--- config.mk ---
export PLATFORM = sky130hd
export DESIGN_NAME = stat_display_seq
export DESIGN_NICKNAME = d
export VERILOG_FILES = /design/src/rtl/stat_disp_pkg.sv /design/src/rtl/bin2bcd_seq.sv /design/src/rtl/stat_display_seq.sv
export SDC_FILE = /design/constraint.sdc
export NUM_CORES = 1
export LEC_CHECK = 0
export BUFFER_PORTS_ARGS = -buffer_cell sky130_fd_sc_hd__buf_2
export CAP_MARGIN = 10
export CORE_ASPECT_RATIO = 0.9
export CORE_MARGIN = 3
export CORE_UTILIZATION = 50
export DETAILED_ROUTE_END_ITERATION = 16
export HOLD_SLACK_MARGIN = 0.1
export PLACE_DENSITY_LB_ADDON = 0.12
export SLEW_MARGIN = 15
export SYNTH_ARGS = -nofsm -noshare
export SYNTH_HDL_FRONTEND = slang
export SYNTH_SLANG_ARGS = --single-unit
--- constraint.sdc ---
create_clock -name clk -period 7.15 [get_ports clk]
set_input_delay 1.43 -clock clk [delete_from_list [all_inputs] [get_ports clk]]
set_output_delay 1.43 -clock clk [all_outputs]
set_load 0.02 [all_outputs]
--- src/rtl/stat_disp_pkg.sv ---
// Shared constants, FSM state type and the double-dabble digit adjust used by the
// statistic display sequencer.
package stat_disp_pkg;

  localparam logic [3:0]  DIG_BLANK = 4'hF;
  localparam logic [15:0] SAT_MAX   = 16'd9999;
  localparam int          CONV_BITS = 16;

  localparam logic [1:0] STAT_STEPS  = 2'd0;
  localparam logic [1:0] STAT_DIST   = 2'd1;
  localparam logic [1:0] STAT_OVER32 = 2'd2;
  localparam logic [1:0] STAT_HIGH   = 2'd3;

  typedef enum logic [1:0] {
    IDLE  = 2'd0,
    SHIFT = 2'd1,
    DONE  = 2'd2
  } conv_state_e;

  function automatic logic [3:0] dd_adjust(input logic [3:0] nib);
    return (nib >= 4'd5) ? nib + 4'd3 : nib;
  endfunction

endpackage

--- src/rtl/bin2bcd_seq.sv ---
// Bit-serial double-dabble: 16 shift cycles after start, then one DONE cycle in which
// bcd_o holds the four decimal digits of the loaded value.
module bin2bcd_seq
  import stat_disp_pkg::*;
(
  input  logic        clk,
  input  logic        rst,
  input  logic        start_i,
  input  logic [15:0] value_i,
  output logic        busy_o,
  output logic        done_o,
  output logic [15:0] bcd_o
);

  conv_state_e state_q;
  logic [3:0]  cnt_q;
  logic [15:0] bin_q;
  logic [15:0] acc_q;
  logic [15:0] acc_adj;

  always_comb begin
    acc_adj = acc_q;
    for (int i = 0; i < 4; i++) begin
      acc_adj[i*4 +: 4] = dd_adjust(acc_q[i*4 +: 4]);
    end
  end

  always_ff @(posedge clk or negedge rst) begin
    if (!rst) begin
      state_q <= IDLE;
      cnt_q   <= '0;
      bin_q   <= '0;
      acc_q   <= '0;
    end else begin
      case (state_q)
        IDLE: begin
          if (start_i) begin
            bin_q   <= value_i;
            acc_q   <= '0;
            cnt_q   <= '0;
            state_q <= SHIFT;
          end
        end
        SHIFT: begin
          {acc_q, bin_q} <= {acc_adj[14:0], bin_q, 1'b0};
          cnt_q          <= cnt_q + 4'd1;
          if (cnt_q == 4'(CONV_BITS - 1)) state_q <= DONE;
        end
        DONE:    state_q <= IDLE;
        default: state_q <= IDLE;
      endcase
    end
  end

  assign busy_o = (state_q != IDLE);
  assign done_o = (state_q == DONE);
  assign bcd_o  = acc_q;

endmodule

--- src/rtl/stat_display_seq.sv ---
// Rotates four binary statistics onto the 4-digit display, two ticks per statistic.
// Leading-zero blanking is enabled by defining STAT_DISP_LZB_EN.
module stat_display_seq
  import stat_disp_pkg::*;
#(
  parameter int          NSTAT   = 4,
  parameter logic [15:0] SAT_MAX = 16'd9999
) (
  input  logic                     clk,
  input  logic                     rst,
  input  logic                     tick_1hz,
  input  logic                     freeze,
  input  logic [15:0]              step_count,
  input  logic [15:0]              dist_tenths,
  input  logic [15:0]              secs_over32,
  input  logic [15:0]              secs_high,
  output logic [4:0]               bcd3,
  output logic [4:0]               bcd2,
  output logic [4:0]               bcd1,
  output logic [4:0]               bcd0,
  output logic [$clog2(NSTAT)-1:0] stat_sel,
  output logic                     busy,
  output logic                     done_p
);

  localparam int SW = $clog2(NSTAT);

`ifdef STAT_DISP_LZB_EN
  localparam logic [4:0] RST_DIG = {1'b0, DIG_BLANK};
`else
  localparam logic [4:0] RST_DIG = 5'h00;
`endif

  logic          sec_par_q;
  logic          pend_q;
  logic [SW-1:0] next_sel_q;
  logic [SW-1:0] stat_sel_q;
  logic [4:0]    bcd3_q, bcd2_q, bcd1_q, bcd0_q;
  logic          done_p_q;

  logic          conv_busy, conv_done;
  logic [15:0]   conv_bcd;
  logic          service;
  logic [SW-1:0] sel_inc, sel_new;
  logic [15:0]   raw_val, clamped;
  logic [3:0]    d3, d2, d1, d0;
  logic          is_dist, blank3, blank2, blank1;
  logic [4:0]    fmt3, fmt2, fmt1, fmt0;

  // A held-over tick is treated exactly like a fresh one once the engine is idle.
  assign service = (tick_1hz | pend_q) & ~conv_busy;

  always_comb begin
    sel_inc = (next_sel_q == SW'(NSTAT - 1)) ? '0 : next_sel_q + 1'b1;
    sel_new = (sec_par_q && !freeze) ? sel_inc : next_sel_q;
    case (sel_new)
      STAT_STEPS:  raw_val = step_count;
      STAT_DIST:   raw_val = dist_tenths;
      STAT_OVER32: raw_val = secs_over32;
      default:     raw_val = secs_high;
    endcase
    clamped = (raw_val > SAT_MAX) ? SAT_MAX : raw_val;
  end

  bin2bcd_seq u_conv (
    .clk     (clk),
    .rst     (rst),
    .start_i (service),
    .value_i (clamped),
    .busy_o  (conv_busy),
    .done_o  (conv_done),
    .bcd_o   (conv_bcd)
  );

  always_comb begin
    d3      = conv_bcd[15:12];
    d2      = conv_bcd[11:8];
    d1      = conv_bcd[7:4];
    d0      = conv_bcd[3:0];
    is_dist = (next_sel_q == STAT_DIST);
`ifdef STAT_DISP_LZB_EN
    blank3  = (d3 == 4'd0);
    blank2  = blank3 && (d2 == 4'd0);
    blank1  = blank2 && (d1 == 4'd0) && !is_dist;
`else
    blank3  = 1'b0;
    blank2  = 1'b0;
    blank1  = 1'b0;
`endif
    fmt3 = {1'b0,    blank3 ? DIG_BLANK : d3};
    fmt2 = {1'b0,    blank2 ? DIG_BLANK : d2};
    fmt1 = {is_dist, blank1 ? DIG_BLANK : d1};
    fmt0 = {1'b0,    d0};
  end

  always_ff @(posedge clk or negedge rst) begin
    if (!rst) begin
      sec_par_q  <= 1'b0;
      pend_q     <= 1'b0;
      next_sel_q <= '0;
      stat_sel_q <= '0;
      bcd3_q     <= RST_DIG;
      bcd2_q     <= RST_DIG;
      bcd1_q     <= RST_DIG;
      bcd0_q     <= 5'h00;
      done_p_q   <= 1'b0;
    end else begin
      if (service) begin
        pend_q     <= 1'b0;
        sec_par_q  <= ~sec_par_q;
        next_sel_q <= sel_new;
      end else if (tick_1hz && conv_busy) begin
        pend_q <= 1'b1;
      end
      done_p_q <= conv_done;
      if (conv_done) begin
        bcd3_q     <= fmt3;
        bcd2_q     <= fmt2;
        bcd1_q     <= fmt1;
        bcd0_q     <= fmt0;
        stat_sel_q <= next_sel_q;
      end
    end
  end

  assign bcd3     = bcd3_q;
  assign bcd2     = bcd2_q;
  assign bcd1     = bcd1_q;
  assign bcd0     = bcd0_q;
  assign stat_sel = stat_sel_q;
  assign busy     = conv_busy;
  assign done_p   = done_p_q;

endmodule
==> results of run 1 <==
==> cell type report <==
class / instances / area, sq um / share of cell area (%)
clock buffer: 9 / 124 / 2.91
clock inverter: 7 / 65.1 / 1.53
inverter: 16 / 60.1 / 1.41
multi-input combinational: 297 / 1850 / 43.4
sequential: 62 / 1550 / 36.5
tap: 90 / 113 / 2.65
timing repair buffer: 95 / 493 / 11.6
==> kinds of logic (layout without fill, tap and decap cells) <==
group	Yosys count	in the layout
buffers and inverters	41	127
xor gates and xnor gates	7	7
AOI/OAI and AO/OA	113	113
other	1	3
DFF	62	62
and+or+nand+nor	139	139
muxes	24	24
adders and majority gates	11	11
==> registers in the layout (all words and copies together) (netlist names) <==
signal	flops
u_conv.bin_q	16
done_p	1
bcd3	4
u_conv.bcd_o	16
bcd1	5
sec_par_q	1
bcd2	4
bcd0	4
u_conv.cnt_q	4
u_conv.state_q	2
next_sel_q	2
stat_sel	2
pend_q	1
==> worst min-delay path: stages (launching register included) <==
cell and delay, ns:
dfrtp_1 0.34, nand2_1 0.05, o31ai_1 0.05
==> worst max-delay path by stage <==
stage                     depth (start not counted)  slack (ns)  startpoint                     endpoint
after floorplan                                   8        3.78      freeze  u_conv.bin_q[7]$_DFFE_PN0P_
after global placement                            8        3.44      freeze  u_conv.bin_q[7]$_DFFE_PN0P_
after detailed placement                          8        3.41      freeze  u_conv.bin_q[0]$_DFFE_PN0P_
after CTS                                         8        3.77      freeze  u_conv.bin_q[7]$_DFFE_PN0P_
after global routing                              8        3.51      freeze  u_conv.bin_q[1]$_DFFE_PN0P_
final                                             8        3.73      freeze  u_conv.bin_q[7]$_DFFE_PN0P_
==> metrics by stage <==
| step | hold WS (ns) | setup slack (ns) | area (sq um) | total power, mW |
|---|---|---|---|---|
| after floorplan | 0.443 | 3.78 | 3580 | 1.24 |
| after global placement | 0.456 | 3.44 | 4060 | 1.41 |
| after detailed placement | 0.465 | 3.41 | 4060 | 1.44 |
| after CTS | 0.480 | 3.77 | 4250 | 1.73 |
| after global routing | 0.507 | 3.51 | 4250 | 1.88 |
| final | 0.472 | 3.73 | 4250 | 1.72 |
==> metal layers <==
metal	vias to the layer above	track usage (%)	share of wire, %
met5	-	0	0
li1	1575	-	-
met2	64	34.9	48
met1	1525	30.3	47
met3	4	4.82	4.7
met4	0	4.72	0.37
==> power groups by stage <==
stage | Sequential [mW] | Clock [mW] | Combinational, mW
final | 0.585 | 0.292 | 0.845
after detailed placement | 0.590 | 0 | 0.846
after global placement | 0.586 | 0 | 0.824
after CTS | 0.584 | 0.300 | 0.850
after global routing | 0.605 | 0.316 | 0.962
after floorplan | 0.592 | 0 | 0.644
==> cell usage in the layout (no fill, tap or decap), drive strengths merged, types with 2 or more instances in the layout <==
master    instances
and2              2
clkinv            4
xnor2             5
xor2              2
nand3            17
a21boi            2
ha               11
a21oi            18
nor3              2
mux2             13
mux2i            10
o21ai            43
a211oi            8
nand2            72
a2bb2oi           4
clkbuf            9
a32o              4
inv              16
conb              3
or3               6
and3              9
dfrtp            62
nand2b            7
nor3b             2
o31ai             5
a31oi            10
o32ai             2
o311ai            2
a221o             2
buf              95
nor2             20
o22ai             8
clkinvlp          2
==> results.sh, run 1 <==
export IMPL_share_clk_of_total_power_pct=17.0
export IMPL_cp_num_buf_inv=1
export IMPL_clkSlewWorstSetupHoldPaths_ns=0.07
export IMPL_start_util_pct=52.8
export IMPL_core_sq_um=6760
export IMPL_num_vias=3168
export IMPL_p_per_area_nw_per_um2=405
export IMPL_drt_iter0_drc=158
export IMPL_synth_simple_area_share_pct=18.2
export IMPL_actual_slew_at_the_worst_max_slew_pin_ns=0.987
export IMPL_grt_pass1_wl_microns=14100
export IMPL_r2r_end="u_conv.bin_q[7]$_DFFE_PN0P_"
export IMPL_route_antenna_remaining_nets=0
export IMPL_globalplace_congestion=0.964
export IMPL_crit_required_ns=7.36
export IMPL_p_leak_nw=2.09
export IMPL_finalNetCount=560
export IMPL_worstSkewPairLatency_ns=0.33
export IMPL_total_global_routing_track_utilization_pct=21.8
export IMPL_die_width_microns=95.1
export IMPL_cpMaxStageDelayCell="mux2i_1"
export IMPL_globalRouteOverflowTotal=0
export IMPL_rel_slew_slack_pct=32.3
export IMPL_area_share_of_fa_ha_maj_cells_after_synthesis_pct=3.86
export IMPL_p_sw_share_pct=42.3
export IMPL_ys_top_cells_by_area="dfrtp_1 (43%), nand2_1 (7.6%), o21ai_0 (5.9%)"
export IMPL_cell_count_after_placement=560
export IMPL_finalCoreUtilization_pct=62.9
export IMPL_port_buffer_count=88
export IMPL_synth_common_cells="nand2_1 (72), dfrtp_1 (62), o21ai_0 (42), nor2_1 (20), a21oi_1 (18)"
export IMPL_whs_endpoint="u_conv.bcd_o[0]$_DFFE_PN0P_"
export IMPL_wl_per_cell_microns=14.5
export IMPL_final_hold_violation_count=0
export IMPL_synth_compound_area_share_pct=20.0
export IMPL_drt_pass1_iter_count=4
export IMPL_reg2regPathDepth=8
export IMPL_cts_root_buf="clkbuf_8"
export IMPL_setup_viol=0
export IMPL_tritoncts_num_buffers=9
export IMPL_cts_sink_count=62
export IMPL_total_switching_power_uw=728
export IMPL_signed_area_change_from_the_synthesized_netlist_to_the_final_layout_pct=19.1
export IMPL_viasPerCell=5.50
export IMPL_postSynth_asyncResetShare_pct=100
export IMPL_synth_top_family_by_area="compound AO/OA/AOI/OAI gates"
export IMPL_combinationalPowerShare_pct=49.1
export IMPL_grt_antenna_before_repair=0
export IMPL_synth_warning_count=0
export IMPL_synth_top_area_share_pct=43.5
export IMPL_fraction_of_synthesized_area_in_multiplexers_pct=7.64
export IMPL_min_from="u_conv.bin_q[15]$_DFFE_PN0P_"
export IMPL_worst_hold_path_num_cells=2
export IMPL_cp_end_kind="register"
export IMPL_synth_xor_area_share_pct=1.72
export IMPL_fill_cells=633
export IMPL_post_synth_num_cell_types=48
export IMPL_leading_register_cell_type_out_of_synthesis="dfrtp_1"
export IMPL_synth_top_cell_by_area="dfrtp_1"
export IMPL_internal_power_uw=994
export IMPL_floorplan_die_area_sq_um=8190
export IMPL_highest_fanout_seen_on_the_critical_path=13
export IMPL_die_height_microns=86.1
export IMPL_peak_clock_frequency_supported_by_timing_ghz=0.292
export IMPL_reg2reg_from="next_sel_q[0]$_DFFE_PN0P_"
export IMPL_synth_enable_flop_cells=0
export IMPL_instances_no_fill=576
export IMPL_synth_seq_area_share_pct=43.5
export IMPL_site_row_count=28
export IMPL_timing_worst_setup_path_type="in2reg"
export IMPL_cts_repair_resize_count=0
export IMPL_cell_count_after_synthesis=398
export IMPL_cts_htree_levels=3
export IMPL_crit_path_max_incr_delay_ns=0.84
export IMPL_first_global_vias=3022
export IMPL_drv_cap=0
export IMPL_ff2ff_setup_slack_ns=3.92
export IMPL_cp_cell_sequence="buf_2 -> nand2b_4 -> mux2i_1 -> a211oi_1 -> o22ai_1 -> a21boi_2 -> and2_4 -> a221o_1"
export IMPL_vdd_drop_max_uv=299
export IMPL_crit_arrival_ns=3.64
export IMPL_setup_total_negative_slack_ns=0
export IMPL_min_period_over_period_pct=47.9
export IMPL_hold_path_class="reg2reg"
export IMPL_post_cts_hold_buffer_count=0
export IMPL_cell_type_group_with_the_largest_total_delay_on_the_critical_path="compound AO/OA/AOI/OAI gates"
export IMPL_drc_errors=0
export IMPL_drive_above_1_share_pct=27.0
export IMPL_slew_viol_final=0
export IMPL_synth_most_common_cell="nand2_1"
export IMPL_wl_microns=8330
export IMPL_grt_max_degree=63
export IMPL_synth_seq_cells=62
export IMPL_period_needed_ns=3.42
export IMPL_grt_setup_unrepaired="no"
export IMPL_fin_worst_skew_ns=0.00620
export IMPL_synth_area_sq_um=3570
export IMPL_outcome="finished clean"
export IMPL_share_seq_of_total_power_pct=34.0
export IMPL_synth_avg_cell_area_sq_um=8.97
export IMPL_cts_buffer_depth=2
export IMPL_cts_post_setup_buffers_inserted=0
export IMPL_tritoncts="yes"
export IMPL_post_dp_hpwl_microns=6030
export IMPL_antenna_diode_count=0
export IMPL_crit_path_start_kind="input pin"
export IMPL_io_pins=92
Note: power is estimated with default switching activity, not from simulation.
==> run 2: changes to the inputs <==
- ABC_AREA: not set -> 1
- CORE_UTILIZATION: 50 -> 48
- clock period: 7.15 -> 2.76 ns (I/O delays scaled with it)
==> results.sh, run 2 <==
export IMPL_wl_microns=8450
export IMPL_fill_cells=698
export IMPL_peak_clock_frequency_supported_by_timing_ghz=0.414
export IMPL_vdd_drop_max_uv=764
export IMPL_crit_required_ns=2.99
export IMPL_postSynth_asyncResetShare_pct=100
export IMPL_rel_slew_slack_pct=50.8
export IMPL_crit_path_start_kind="register"
export IMPL_globalRoute_busiestLayer="met2"
export IMPL_route_antenna_remaining_nets=0
export IMPL_synth_warning_count=0
export IMPL_synth_top_area_share_pct=42.4
export IMPL_io_pins=92
export IMPL_post_synth_num_cell_types=37
export IMPL_antenna_diode_count=0
export IMPL_first_global_vias=3121
export IMPL_worstSkewPairLatency_ns=0.34
export IMPL_tritoncts="yes"
export IMPL_finalNetCount=636
export IMPL_timing_hold_ws_ns=0.243
export IMPL_total_switching_power_mw=2.62
export IMPL_site_row_count=29
export IMPL_share_seq_of_total_power_pct=28.8
export IMPL_total_global_routing_track_utilization_pct=20.1
export IMPL_p_per_area_nw_per_um2=1270
export IMPL_p_sw_share_pct=47.6
export IMPL_grt_antenna_before_repair=0
export IMPL_setup_total_negative_slack_ns=0
export IMPL_hold_path_class="in2async"
export IMPL_synth_area_sq_um=3660
export IMPL_global_route_usage_met2_pct=31.5
export IMPL_cts_buffer_depth=2
export IMPL_outcome="finished clean"
export IMPL_synth_enable_flop_cells=0
export IMPL_synth_avg_cell_area_sq_um=7.77
export IMPL_share_clk_of_total_power_pct=13.8
export IMPL_wl_per_cell_microns=12.9
export IMPL_highest_fanout_seen_on_the_critical_path=21
export IMPL_global_route_usage_met1_pct=27.9
export IMPL_drt_pass1_iter_count=5
export IMPL_cell_count_after_synthesis=471
export IMPL_drive_above_1_share_pct=24.6
export IMPL_synth_top_cell_by_area="dfrtp_1"
export IMPL_post_cts_hold_buffer_count=0
export IMPL_die_height_microns=88.8
export IMPL_cts_root_buf="clkbuf_8"
export IMPL_area_used_by_multi_input_combinational_logic_sq_um=1800
export IMPL_synth_most_common_cell="nand2_1"
export IMPL_period_needed_ns=2.42
export IMPL_die_width_microns=98.0
export IMPL_ys_top_cells_by_area="dfrtp_1 (42%), nand2_1 (12%), nand3_1 (7.0%)"
export IMPL_combinationalPowerShare_pct=57.4
export IMPL_area_sequential_sq_um=1550
export IMPL_synth_seq_cells=62
export IMPL_layout_commonest_cell="nand2_1"
export IMPL_most_common_layout_cells="nand2_1 (119), buf_2 (88), dfrtp_1 (62)"
export IMPL_slew_viol_final=0
export IMPL_timing_worst_setup_path_type="reg2reg"
export IMPL_drv_cap=0
export IMPL_leading_register_cell_type_out_of_synthesis="dfrtp_1"
export IMPL_drt_iter0_drc=185
export IMPL_min_period_over_period_pct=87.6
export IMPL_synth_common_cells="nand2_1 (119), dfrtp_1 (62), nand3_1 (51), o21ai_0 (51), inv_1 (46)"
export IMPL_start_util_pct=50.7
export IMPL_grt_max_degree=35
export IMPL_internal_power_mw=2.88
export IMPL_globalRouteOverflowTotal=0
export IMPL_final_hold_violation_count=0
export IMPL_fin_area_sq_um=4330
export IMPL_grt_pass1_wl_microns=14200
export IMPL_drc_errors=0
export IMPL_floorplan_die_area_sq_um=8710
export IMPL_actual_slew_at_the_worst_max_slew_pin_ns=0.737
export IMPL_cp_end_kind="register"
export IMPL_core_sq_um=7220
export IMPL_fin_worst_skew_ns=0.0115
export IMPL_signed_area_change_from_the_synthesized_netlist_to_the_final_layout_pct=18.4
export IMPL_grt_setup_unrepaired="no"
export IMPL_setup_viol=0
export IMPL_crit_arrival_ns=2.64
export IMPL_clkSlewWorstSetupHoldPaths_ns=0.07
export IMPL_groute_layer_met3_usage_pct=5.99
export IMPL_globalplace_congestion=0.920
export IMPL_num_vias=3368
export IMPL_cts_htree_levels=3
export IMPL_post_dp_hpwl_microns=6260
export IMPL_tritoncts_num_buffers=9
export IMPL_p_leak_nw=2.24
export IMPL_dpl_cell_area_sq_um=4140
export IMPL_cts_sink_count=62
export IMPL_synth_seq_area_share_pct=42.4
export IMPL_viasPerCell=5.14
export IMPL_port_buffer_count=88
[run 2: area by class of cell]
class                      count  share of cell area, %
multi-input combinational    342                   41.5
sequential                    62                   35.8
timing repair buffer          94                   11.5
inverter                      48                   4.16
clock buffer                  10                   2.95
tap                           93                   2.69
clock inverter                 6                   1.44
[run 2: worst max-delay path, stage by stage (launching register included)]
cell and delay, ns:
dfrtp_1 0.41, inv_1 0.12, ha_1 0.25, inv_1 0.06, nand3_1 0.11, nand2_4 0.24
nand2_4 0.15, or2_1 0.25, nand2_1 0.11, nand2_1 0.07, nor2_2 0.16, nand3_4 0.15
nand2_4 0.15, o21bai_2 0.07
[run 2: final timing paths]
path / to / startpoint / slack, ns / depth (start not counted)
setup reg to reg: u_conv.bin_q[6]$_DFFE_PN0P_ / next_sel_q[1]$_DFFE_PN0P_ / 0.34 / 13
min in group clk: pend_q$_DFFE_PN0P_ / tick_1hz / 0.44 / 3
max in group asynchronous: u_conv.bcd_o[2]$_DFFE_PN0P_ / rst / 1.89 / 2
hold reg to reg: bcd1[4]$_DFFE_PN0P_ / bcd1[4]$_DFFE_PN0P_ / 0.47 / 2
setup / recovery: u_conv.bin_q[6]$_DFFE_PN0P_ / next_sel_q[1]$_DFFE_PN0P_ / 0.34 / 13
hold / removal: stat_sel[0]$_DFFE_PN0P_ / rst / 0.24 / 1
[run 2: logic make-up (layout without fill, tap and decap cells)]
| family | count (synthesis) | count (layout) | synth area share [%] |
|---|---|---|---|
| simple gates | 241 | 241 | 30.2 |
| flops | 62 | 62 | 42.4 |
| xor+xnor | 4 | 4 | 0.957 |
| fa+ha+maj | 11 | 11 | 3.76 |
| buf+inv | 69 | 158 | 8.85 |
| compound gates | 83 | 83 | 13.7 |
| other cells | 1 | 3 | 0.102 |
[run 2: repair_timing]
| action | CTS | global route |
|---|---|---|
| endpoints found under the setup margin | 0 | 12 |
| setup buffers | 0 | 0 |
| resized for setup | 0 | 1 |
| hold endpoints to repair | 0 | 0 |
[run 2: layer usage]
layer  vias to the layer above  part of all wire, %  wire length, microns
met2                        82                   46                  3890
met5                         -                    0                     0
met4                         0                 0.83                    70
met3                        10                  5.6                   473
met1                      1571                   47                  4010
li1                       1705                    -                     -
[run 2: metrics by stage]
step / std cells / worst slack [ns] / utilization, % / power, mW
floorplan: 473 / 0.763 / - / 4.12
global placement: 639 / 0.333 / 57.3 / 4.69
detailed placement: 639 / 0.262 / 57.3 / 4.75
CTS: 655 / 0.240 / 59.9 / 5.54
global route: 655 / 0.0838 / 60.0 / 6.10
finish: 655 / 0.342 / 60.0 / 5.50
[run 2: power groups by stage]
stage | Clock [mW] | Combinational, mW | Sequential, mW
2_1_floorplan | 0 | 2.41 | 1.71
3_3_place_gp | 0 | 3.10 | 1.59
3_5_place_dp | 0 | 3.15 | 1.60
4_1_cts | 0.787 | 3.17 | 1.58
5_1_grt | 0.833 | 3.63 | 1.64
6_report | 0.758 | 3.16 | 1.58
